`config.mk`:
```
export PLATFORM = sky130hd
export DESIGN_NAME = tone_square_gen
export DESIGN_NICKNAME = d
export VERILOG_FILES = /design/src/rtl/tone_square_gen.sv
export SDC_FILE = /design/constraint.sdc
export NUM_CORES = 1
export LEC_CHECK = 0
export ABC_CLOCK_PERIOD_IN_PS = 4700
export BUFFER_PORTS_ARGS = -buffer_cell sky130_fd_sc_hd__buf_2
export CAP_MARGIN = 20
export CORE_ASPECT_RATIO = 1.75
export CORE_MARGIN = 2
export CORE_UTILIZATION = 34
export CTS_CLUSTER_DIAMETER = 120
export DETAILED_ROUTE_END_ITERATION = 8
export GPL_ROUTABILITY_DRIVEN = 0
export SETUP_SLACK_MARGIN = 0.4
export SLEW_MARGIN = 15
export SYNTH_ARGS = -nofsm -noshare
export SYNTH_HDL_FRONTEND = slang
export SYNTH_SLANG_ARGS = --single-unit
```
`constraint.sdc`:
```
create_clock -name Clk -period 4.7 [get_ports Clk]
set_input_delay 0.47 -clock Clk [delete_from_list [all_inputs] [get_ports Clk]]
set_output_delay 0.47 -clock Clk [all_outputs]
set_load 0.05 [all_outputs]
```
`src/rtl/tone_square_gen.sv`:
```
// Square-wave tone generator: glitch-free divider reload at half-period boundaries, click-free stop.
// Optional amplitude fade-in/fade-out paced by sample_tick when TONE_FADE_EN is defined.
module tone_square_gen #(
    parameter int                   AMP_WIDTH = 16,
    parameter logic [AMP_WIDTH-1:0] AMPLITUDE = 16'h2000,
    parameter logic [31:0]          MIN_DIV   = 32'd2,
    parameter logic [AMP_WIDTH-1:0] FADE_STEP = 16'h0010
) (
    input  logic                        Clk,
    input  logic                        Reset_n,
    input  logic                        enable,
    input  logic [31:0]                 Clk_div_num,
    input  logic [15:0]                 tone_name,
    input  logic                        sample_tick,
    output logic                        tone_out,
    output logic signed [AMP_WIDTH-1:0] sample,
    output logic [31:0]                 div_active,
    output logic [15:0]                 tone_name_latched,
    output logic                        tone_change,
    output logic                        running
);
    localparam logic [1:0] ST_IDLE = 2'd0;
    localparam logic [1:0] ST_RUN  = 2'd1;
    localparam logic [1:0] ST_STOP = 2'd2;

    logic [1:0]                  state_q, state_d;
    logic [31:0]                 cnt_q, cnt_d;
    logic [31:0]                 div_q, div_d;
    logic [15:0]                 name_q, name_d;
    logic                        tone_q, tone_d;
    logic                        chg_q, chg_d;
    logic signed [AMP_WIDTH-1:0] sample_q, sample_d;
    logic [AMP_WIDTH-1:0]        amp_cur;
    logic signed [AMP_WIDTH-1:0] amp_s;
    logic [31:0]                 div_in;
    logic                        bnd;
    logic                        end_run;
    logic                        end_stop;

    assign div_in = (Clk_div_num < MIN_DIV) ? MIN_DIV : Clk_div_num;
    assign bnd    = (state_q != ST_IDLE) && (cnt_q == div_q - 32'd1);
    assign amp_s  = $signed(amp_cur);

`ifdef TONE_FADE_EN
    logic [AMP_WIDTH-1:0] amp_q, amp_d;

    function automatic logic [AMP_WIDTH-1:0] fade_up(input logic [AMP_WIDTH-1:0] a);
        return (AMPLITUDE - a < FADE_STEP) ? AMPLITUDE : a + FADE_STEP;
    endfunction

    function automatic logic [AMP_WIDTH-1:0] fade_dn(input logic [AMP_WIDTH-1:0] a);
        return (a < FADE_STEP) ? '0 : a - FADE_STEP;
    endfunction

    // With fading, the tone ends only once the amplitude has fully decayed, at any phase.
    assign amp_cur  = amp_q;
    assign end_run  = 1'b0;
    assign end_stop = (amp_q == '0);

    always_comb begin
        amp_d = amp_q;
        case (state_q)
            ST_IDLE: if (enable) amp_d = '0;
            ST_RUN:  if (sample_tick) amp_d = fade_up(amp_q);
            ST_STOP: if (sample_tick) amp_d = fade_dn(amp_q);
            default: amp_d = '0;
        endcase
    end

    always_ff @(posedge Clk) begin
        if (!Reset_n) begin
            amp_q <= '0;
        end else begin
            amp_q <= amp_d;
        end
    end
`else
    logic unused_fade;

    // Without fading, stopping waits for the end of a high half so the wave always ends low.
    assign amp_cur     = AMPLITUDE;
    assign end_run     = bnd && tone_q;
    assign end_stop    = bnd && tone_q;
    assign unused_fade = sample_tick ^ (^FADE_STEP);
`endif

    always_comb begin
        state_d = state_q;
        cnt_d   = cnt_q;
        tone_d  = tone_q;
        div_d   = div_q;
        name_d  = name_q;
        chg_d   = 1'b0;

        case (state_q)
            ST_IDLE: begin
                if (enable) begin
                    state_d = ST_RUN;
                    div_d   = div_in;
                    name_d  = tone_name;
                    chg_d   = 1'b1;
                end
            end
            ST_RUN: begin
                if (!enable) state_d = end_run ? ST_IDLE : ST_STOP;
            end
            ST_STOP: begin
                if (enable) begin
                    state_d = ST_RUN;
                end else if (end_stop) begin
                    state_d = ST_IDLE;
                end
            end
            default: state_d = ST_IDLE;
        endcase

        // The divider and name are only picked up at a half-period boundary, keeping the wave glitch-free.
        if (state_q != ST_IDLE) begin
            if (bnd) begin
                tone_d = ~tone_q;
                cnt_d  = '0;
                div_d  = div_in;
                name_d = tone_name;
                chg_d  = (div_in != div_q);
            end else begin
                cnt_d = cnt_q + 32'd1;
            end
        end

        if (state_d == ST_IDLE) begin
            cnt_d  = '0;
            tone_d = 1'b0;
        end

        sample_d = ((state_q == ST_IDLE) || (state_d == ST_IDLE)) ? '0 : (tone_q ? amp_s : -amp_s);
    end

    always_ff @(posedge Clk) begin
        if (!Reset_n) begin
            state_q  <= ST_IDLE;
            cnt_q    <= '0;
            tone_q   <= 1'b0;
            div_q    <= '0;
            name_q   <= '0;
            chg_q    <= 1'b0;
            sample_q <= '0;
        end else begin
            state_q  <= state_d;
            cnt_q    <= cnt_d;
            tone_q   <= tone_d;
            div_q    <= div_d;
            name_q   <= name_d;
            chg_q    <= chg_d;
            sample_q <= sample_d;
        end
    end

    assign tone_out          = tone_q;
    assign sample            = sample_q;
    assign div_active        = div_q;
    assign tone_name_latched = name_q;
    assign tone_change       = chg_q;
    assign running           = (state_q != ST_IDLE);

endmodule

```
======== Yosys cells after proc, flatten, opt, wreduce, memory -nomap -nowiden ========
Cells that the tools add are included.
operators by class
  reductions and logical operators ........ 9
  equal/unequal tests ..................... 4
  $add $sub $neg .......................... 2
  $lt $le $gt $ge ......................... 1
  bitwise operators ....................... 2
  muxes and demuxes ....................... 21
operators with widths
  cell                     number
  $mux W32                 6
  $mux W16                 5
  $add A32 B1 Y32 const B  1
  $eq A32 B32 Y1           1
  $lt A32 B2 Y1 const B    1
  $ne A32 B32 Y1           1
  $sub A32 B1 Y32 const B  1
  $mux W2                  5
  $pmux W2 S3              1
  $logic_not A2 Y1         2
  $mux W1                  4
  $reduce_or A2 Y1         2
  $eq A2 B1 Y1 const B     1
  $eq A2 B2 Y1 const B     1
  $logic_and A1 B1 Y1      2
  $not A1 Y1               2
  $reduce_and A2 Y1        1
  $reduce_bool A2 Y1       1
  $logic_or A1 B1 Y1       1
storage, ports and cells
  output and inout bits ................... 67
  register bits ........................... 100
  word-level logic and storage cells ...... 46
  bits of input ports ..................... 52

======== Logic depth before layout (Yosys ltp) ========
Gate-level depths: netlist of run 1.
  depth after elaboration ................. 10
  depth in mapped cells ................... 14
  mapped depth without buffers ............ 10

======== Worst setup path after synthesis of run 1 ========
No wires, ideal clock.
  path kind ............................... reg2reg
  start point ............................. register div_q[0] (netlist: div_active[0])
  end point ............................... register div_q[1] (netlist: div_active[1])
  arrival time ............................ 3.335 ns
  clock period less this slack ............ 3.456 ns
  path buffers ............................ 4
  required time ........................... 4.578 ns
  cell stages (with the launch flop) ...... 15
  setup time .............................. 0.122 ns
  slack ................................... 1.244 ns
  cell sequence ........................... dfxtp_1 buf_2 inv_1 ha_1 or4b_1 nor4_1 a21oi_1 a221o_1 nor4_2 nand4_1 o31a_1 buf_2 buf_6 buf_6 mux2i_1
between the ends
  word-level cells in the longest chain between the ends .. 5
ends and longest elaborated chain
  what                    RTL line  text
  start, declared         28        logic [31:0] div_q, div_d;
  start signal, assigned  151       div_q <= div_d;
  $sub A32 B1 Y32         41        assign bnd = (state_q != ST_IDLE) && (cnt_q == div_q - 32'd1);
  $eq A32 B32 Y1          41
  $logic_and A1 B1 Y1     41
  $mux W32                119       if (bnd) begin
  $mux W32                118       if (state_q != ST_IDLE) begin
No other way between the ends.
A chain may end at the register's enable or synchronous reset.

======== Final worst setup path of run 1 ========
  start point ............................. register div_q[10] (netlist: div_active[10])
  end point ............................... register name_q[5] (netlist: tone_name_latched[5])
between the ends
  word-level cells in the longest chain between the ends .. 5
ends and longest elaborated chain
  what                  RTL line  text
  $sub A32 B1 Y32       41
  $eq A32 B32 Y1        41
  $logic_and A1 B1 Y1   41
  $mux W16              119
  $mux W16              118
  end signal, assigned  152       name_q <= name_d;
  end, declared         29        logic [15:0] name_q, name_d;
No other way between the ends.

==> impl_metrics.env, run 1 <==
export IMPL_drc=0
export IMPL_synth_cell_type_count=57
export IMPL_final_cell_mix="nand2_1, buf_2, dfxtp_1"
export IMPL_rsz0062_at_grt="false"
export IMPL_cpMostUsedCell="nand4_1"
export IMPL_cts_buffer_depth=2
export IMPL_reg2reg_to="tone_name_latched[5]$_SDFF_PN0_"
export IMPL_setup_violations=0
export IMPL_fin_crit_ps=3930
export IMPL_cts_root_buf="clkbuf_16"
export IMPL_wl_per_cell_um=16.6
export IMPL_crit_end="tone_name_latched[5]$_SDFF_PN0_"
export IMPL_nets=784
export IMPL_ys_flop_type="dfxtp_1"
export IMPL_ant_nets=0
export IMPL_r2r_cells=9
export IMPL_syn_mean_instance_area_um2=8.11
export IMPL_grt_use_total_pct=18.3
export IMPL_synth_edff_count=0
export IMPL_die_h_um=170
export IMPL_syn_inst=657
export IMPL_hpwl_mm=11.6
export IMPL_drtIter0Drc=204
export IMPL_fin_skew_ps=12.4
export IMPL_r2r_start="div_active[10]$_SDFF_PN0_"
export IMPL_start_util_pct=34.6
export IMPL_ys_seq_elements=86
export IMPL_worst_path_max_fanout=49
export IMPL_power_per_cell_area_nw_per_um2=328
export IMPL_crit_chain="nor4_2 > nand4_1 > or4_1 > mux2_2 > a311o_1 > nand4_1 > o31a_2 > buf_4 > mux2i_1"
export IMPL_synth_area_um2=5330
export IMPL_die_area_um2=16700
export IMPL_antenna_found_initial=1
export IMPL_layout_commonest_cell="nand2_1"
export IMPL_core_um2=15400
export IMPL_yosysSeqAreaShare_pct=32.3
export IMPL_worstHoldPathType="input pin to flop"
export IMPL_drtPass1Iterations=4
export IMPL_outcome="completed"
export IMPL_critPathMaxStageDelay_ps=650
export IMPL_clock_sinks=86
export IMPL_cp_start_kind="flop"
export IMPL_tightest_slew_ps=967
export IMPL_fin_tns_setup_ps=0
export IMPL_grt_max_degree=100
export IMPL_drive_gt1_share_pct=18.6
export IMPL_critPathArrivalTime_ps=4200
export IMPL_portBuffers=104
export IMPL_leakage_uw=0.00266
export IMPL_grt_pass1_wl_mm=24.3
export IMPL_insertion_delay_ps=340
export IMPL_path_depth=9
export IMPL_fmax_ghz=0.254
export IMPL_maxSlewViolCount=0
export IMPL_final_setup_worst_slack_ps=766
export IMPL_viasPerCell=5.22
export IMPL_cts_tree="yes"
export IMPL_ys_warnings_count=0
export IMPL_hold_buffers=0
export IMPL_peakVddDrop_mv=0.161
export IMPL_finalCritPeriodShare_pct=83.7
export IMPL_hold_viol=0
export IMPL_reg2reg_slack_ps=770
export IMPL_rows=60
export IMPL_maxCapViolations=0
export IMPL_overflow=0
export IMPL_grt_pass1_vias=4696
export IMPL_final_fill_count=1607
export IMPL_num_vias=4813
export IMPL_syn_to_final_growth_pct=15.7
export IMPL_path_delay_family="simple AND/OR/NAND/NOR gates"
export IMPL_cp_startpoint="div_active[10]$_SDFF_PN0_"
export IMPL_die_w_um=98.7
export IMPL_relSlewSlack_pct=34.9
export IMPL_required_ps=4970
export IMPL_hold_start="enable"
export IMPL_clk_pin_slew_ps=70
export IMPL_wirelength_mm=15.3
export IMPL_crit_buf_inv=1
export IMPL_endpoint_kind="flop"
export IMPL_cts_made_buffers=9
export IMPL_ys_async_sr_fraction_pct=0
export IMPL_slowest_stage="buf_4"
export IMPL_cts_resized=0
export IMPL_postCtsSetupRepairBufs=0
export IMPL_htree_levels=3
export IMPL_ios=119
export IMPL_worstSetupPathType="flop to flop"
export IMPL_pre_cts_ws_ps=751
synth_stat cells, types with 7 or more instances:
| cell | number | area (um^2) |
|---|---|---|
| buf_2 | 9 | 45.0 |
| buf_4 | 17 | 128 |
| clkbuf_1 | 31 | 116 |
| dfxtp_1 | 86 | 1720 |
| inv_1 | 14 | 52.6 |
| mux2i_1 | 53 | 531 |
| nand2_1 | 114 | 428 |
| nand2b_1 | 7 | 43.8 |
| nand3_1 | 15 | 75.1 |
| nand4_1 | 16 | 100 |
| nor2_1 | 27 | 101 |
| nor3_1 | 49 | 245 |
| nor4_1 | 26 | 163 |
| o21ai_0 | 7 | 35.0 |
| xnor2_1 | 40 | 350 |
| xor2_1 | 56 | 490 |
report_power, final:
group / total, uW / internal [uW] / switching, uW
combinational: 473 / 157 / 316
sequential: 819 / 760 / 59.2
clock: 728 / 416 / 312
total: 2020 / 1330 / 688
per-stage QoR:
step | area (um^2) | hold slack, ps | utilization, % | std cells | power (uW)
2_1_floorplan | 5380 | 494 | - | 669 | 1190
3_3_place_gp | 5860 | 442 | 38.1 | 904 | 1310
3_5_place_dp | 5860 | 451 | 38.1 | 904 | 1310
4_1_cts | 6160 | 318 | 40.0 | 920 | 2040
5_1_grt | 6170 | 327 | 40.1 | 922 | 2110
6_report | 6170 | 330 | 40.1 | 922 | 2020
final cells by class:
class | count | area, um^2 | area share [%]
Multi-Input combinational cell | 509 | 3290 | 53.4
Sequential cell | 86 | 1720 | 27.9
Timing Repair Buffer | 110 | 566 | 9.17
Tap cell | 186 | 233 | 3.77
Clock buffer | 10 | 229 | 3.71
Clock inverter | 6 | 70.1 | 1.14
Inverter | 14 | 52.6 | 0.852
Antenna cell | 1 | 2.50 | 0.0406
layer usage:
layer / GRT usage [%] / share of wire, %
met5: 0 / 0
met4: 7.27 / 2.6
met3: 2.97 / 3.9
met2: 34.9 / 55
met1: 19.6 / 39
cell families after synthesis:
kind of cell    count (synthesis)  share of synthesized area (%)
xor+xnor                       96                           15.8
simple gates                  295                           27.6
buf+inv                        74                           6.90
compound gates                 48                           6.57
fa+ha+maj                       2                          0.469
mux                            55                           10.4
other cells                     1                         0.0703
flops                          86                           32.3
sequential cells by signal, summed over array words and instances (netlist names):
register	flops
tone_change	1
tone_out	1
cnt_q	32
div_active	32
tone_name_latched	16
sample	2
state_q	2
worst min-delay path by stage:
stage	depth (start not counted)	end	slack, ps
2_1_floorplan	2	cnt_q[0]$_SDFFE_PP0N_	490
3_3_place_gp	2	tone_name_latched[0]$_SDFF_PN0_	440
3_5_place_dp	2	tone_name_latched[7]$_SDFF_PN0_	450
4_1_cts	2	state_q[1]$_SDFF_PN0_	320
5_1_grt	2	state_q[1]$_SDFF_PN0_	330
6_report	2	state_q[1]$_SDFF_PN0_	330
worst reg2reg max path, delay by kind of cell, from the launching register on:
family	cells	cell delay, ps
AO/OA/AOI/OAI	2	500
buffers and inverters	1	660
flip-flops	1	390
multiplexers	2	590
AND/OR/NAND/NOR	4	1730
No activity file was read; power rests on OpenSTA's default activity.
==> inputs of run 2 (changes only) <==
ABC_CLOCK_PERIOD_IN_PS = 3300   (was 4700)
clock period = 3.3 ns   (was 4.7 ns; I/O delays follow)
==> impl_metrics.env, run 2 (synthesis results as in run 1) <==
export IMPL_clk_pin_slew_ps=70
export IMPL_syn_to_final_growth_pct=26.0
export IMPL_drtPass1Iterations=5
export IMPL_hpwl_mm=12.3
export IMPL_crit_chain="or4_4 > or3_1 > a2111o_1 > a211o_1 > nor4_2 > nand4_1 > o31a_2 > buf_12 > mux2i_2"
export IMPL_cts_buffer_depth=2
export IMPL_critPathArrivalTime_ps=3240
export IMPL_outcome="completed"
export IMPL_die_area_um2=16700
export IMPL_required_ps=3530
export IMPL_grt_use_met2_pct=37.1
export IMPL_hold_viol=0
export IMPL_htree_levels=3
export IMPL_cp_start_kind="flop"
export IMPL_antenna_found_initial=1
export IMPL_slowest_stage="or4_4"
export IMPL_worst_path_max_fanout=24
export IMPL_hold_slack_ps=187
export IMPL_insertion_delay_ps=340
export IMPL_critPathMaxStageDelay_ps=530
export IMPL_fmax_ghz=0.332
export IMPL_endpoint_kind="flop"
export IMPL_worstSetupPathType="flop to flop"
export IMPL_design_area_um2=6720
export IMPL_drc=0
export IMPL_grt_max_degree=77
export IMPL_busiest_layer="met2"
export IMPL_peakVddDrop_mv=0.299
export IMPL_wirelength_mm=16.1
export IMPL_fin_skew_ps=6.34
export IMPL_die_w_um=98.7
export IMPL_grt_pass1_wl_mm=25.7
export IMPL_cts_root_buf="clkbuf_16"
export IMPL_rows=60
export IMPL_cts_made_buffers=9
export IMPL_ant_nets=0
export IMPL_overflow=0
export IMPL_maxCapViolations=0
export IMPL_power_per_cell_area_nw_per_um2=432
export IMPL_nets=813
export IMPL_drtIter0Drc=194
export IMPL_portBuffers=104
export IMPL_ios=119
export IMPL_core_um2=15400
export IMPL_layout_commonest_cell="nand2_1"
export IMPL_hold_buffers=0
export IMPL_viasPerCell=5.25
export IMPL_drive_gt1_share_pct=28.5
export IMPL_clock_sinks=86
export IMPL_grtUsageMet1_pct=20.7
export IMPL_grt_use_total_pct=19.4
export IMPL_path_delay_family="simple AND/OR/NAND/NOR gates"
export IMPL_crit_buf_inv=1
export IMPL_reg2reg_slack_ps=280
export IMPL_grt_pass1_vias=4946
export IMPL_maxSlewViolCount=0
export IMPL_wl_per_cell_um=16.9
export IMPL_start_util_pct=34.6
export IMPL_num_vias=4990
export IMPL_finalCritPeriodShare_pct=91.4
export IMPL_tightest_slew_ps=1070
export IMPL_relSlewSlack_pct=28.3
export IMPL_met3_usage_pct=1.73
export IMPL_fin_crit_ps=3020
export IMPL_final_fill_count=1563
export IMPL_cts_tree="yes"
export IMPL_setup_violations=0
export IMPL_worstHoldPathType="input pin to flop"
export IMPL_fin_tns_setup_ps=0
export IMPL_rsz0062_at_grt="true"
export IMPL_die_h_um=170
export IMPL_placed_area_um2=6090
export IMPL_final_cell_mix="nand2_1, buf_2, dfxtp_1"
export IMPL_leakage_uw=0.00286
run 2: changes by cell type in the layout (fill, tap and decap cells not counted), sizes merged:
cell,previous run,this run
clkinvlp,0,2
bufinv,1,0
buf,110,139
clkinv,4,2
clkbuf,10,11
run 2: repair_timing:
action                                  CTS  global route
buffers inserted                          5             2
endpoints found under the hold margin     0             0
endpoints found under the setup margin   84            84
resized for setup                        19            37
pin swaps                                 7            13
gates cloned                              2             0
run 2: power by group:
part | internal [uW] | switching (uW)
clock | 532 | 437
combinational | 281 | 508
sequential | 1080 | 63.2
total | 1890 | 1010
run 2: area by class of cell:
class | count | area [um^2] | share of cell area, %
diodes | 1 | 2.50 | 0.0373
well taps | 186 | 233 | 3.46
multi-input cells | 509 | 3560 | 53.0
flip-flops and latches | 86 | 1750 | 26.1
clock inverters | 5 | 33.8 | 0.503
repair buffers | 139 | 842 | 12.5
inverters | 14 | 52.6 | 0.782
clock buffers | 11 | 243 | 3.61
run 2: worst reg2reg max path, cell delays in order (launching register included):
cell	delay, ps
dfxtp_4	370
or4_4	540
or3_1	310
a2111o_1	410
a211o_1	240
nor4_2	150
nand4_1	150
o31a_2	370
buf_12	200
mux2i_2	160
run 2: path summary, 6_finish.rpt:
| check | depth (start not counted) | to | startpoint |
|---|---|---|---|
| min reg2reg | 2 | tone_name_latched[10]$_SDFF_PN0_ | tone_name_latched[10]$_SDFF_PN0_ |
| max | 9 | div_active[12]$_SDFF_PN0_ | div_active[1]$_SDFF_PN0_ |
| max reg2reg | 9 | div_active[12]$_SDFF_PN0_ | div_active[1]$_SDFF_PN0_ |
| min | 2 | state_q[1]$_SDFF_PN0_ | enable |
run 2: metrics by stage:
stage          utilization (%)  total power [uW]  worst slack, ps  std cells
6_report                  43.6              2900              284        951
5_1_grt                   43.6              3030              183        951
4_1_cts                   42.3              2900              309        948
3_5_place_dp              39.6              1910              182        925
3_3_place_gp              39.6              1910              211        925
2_1_floorplan                -              1720             85.9        669
run 2: per-layer routing:
metal / wire (um) / up-vias
met5: 0 / -
met4: 669 / 0
met3: 350 / 37
met2: 8970 / 103
met1: 6100 / 2394
li1: - / 2456
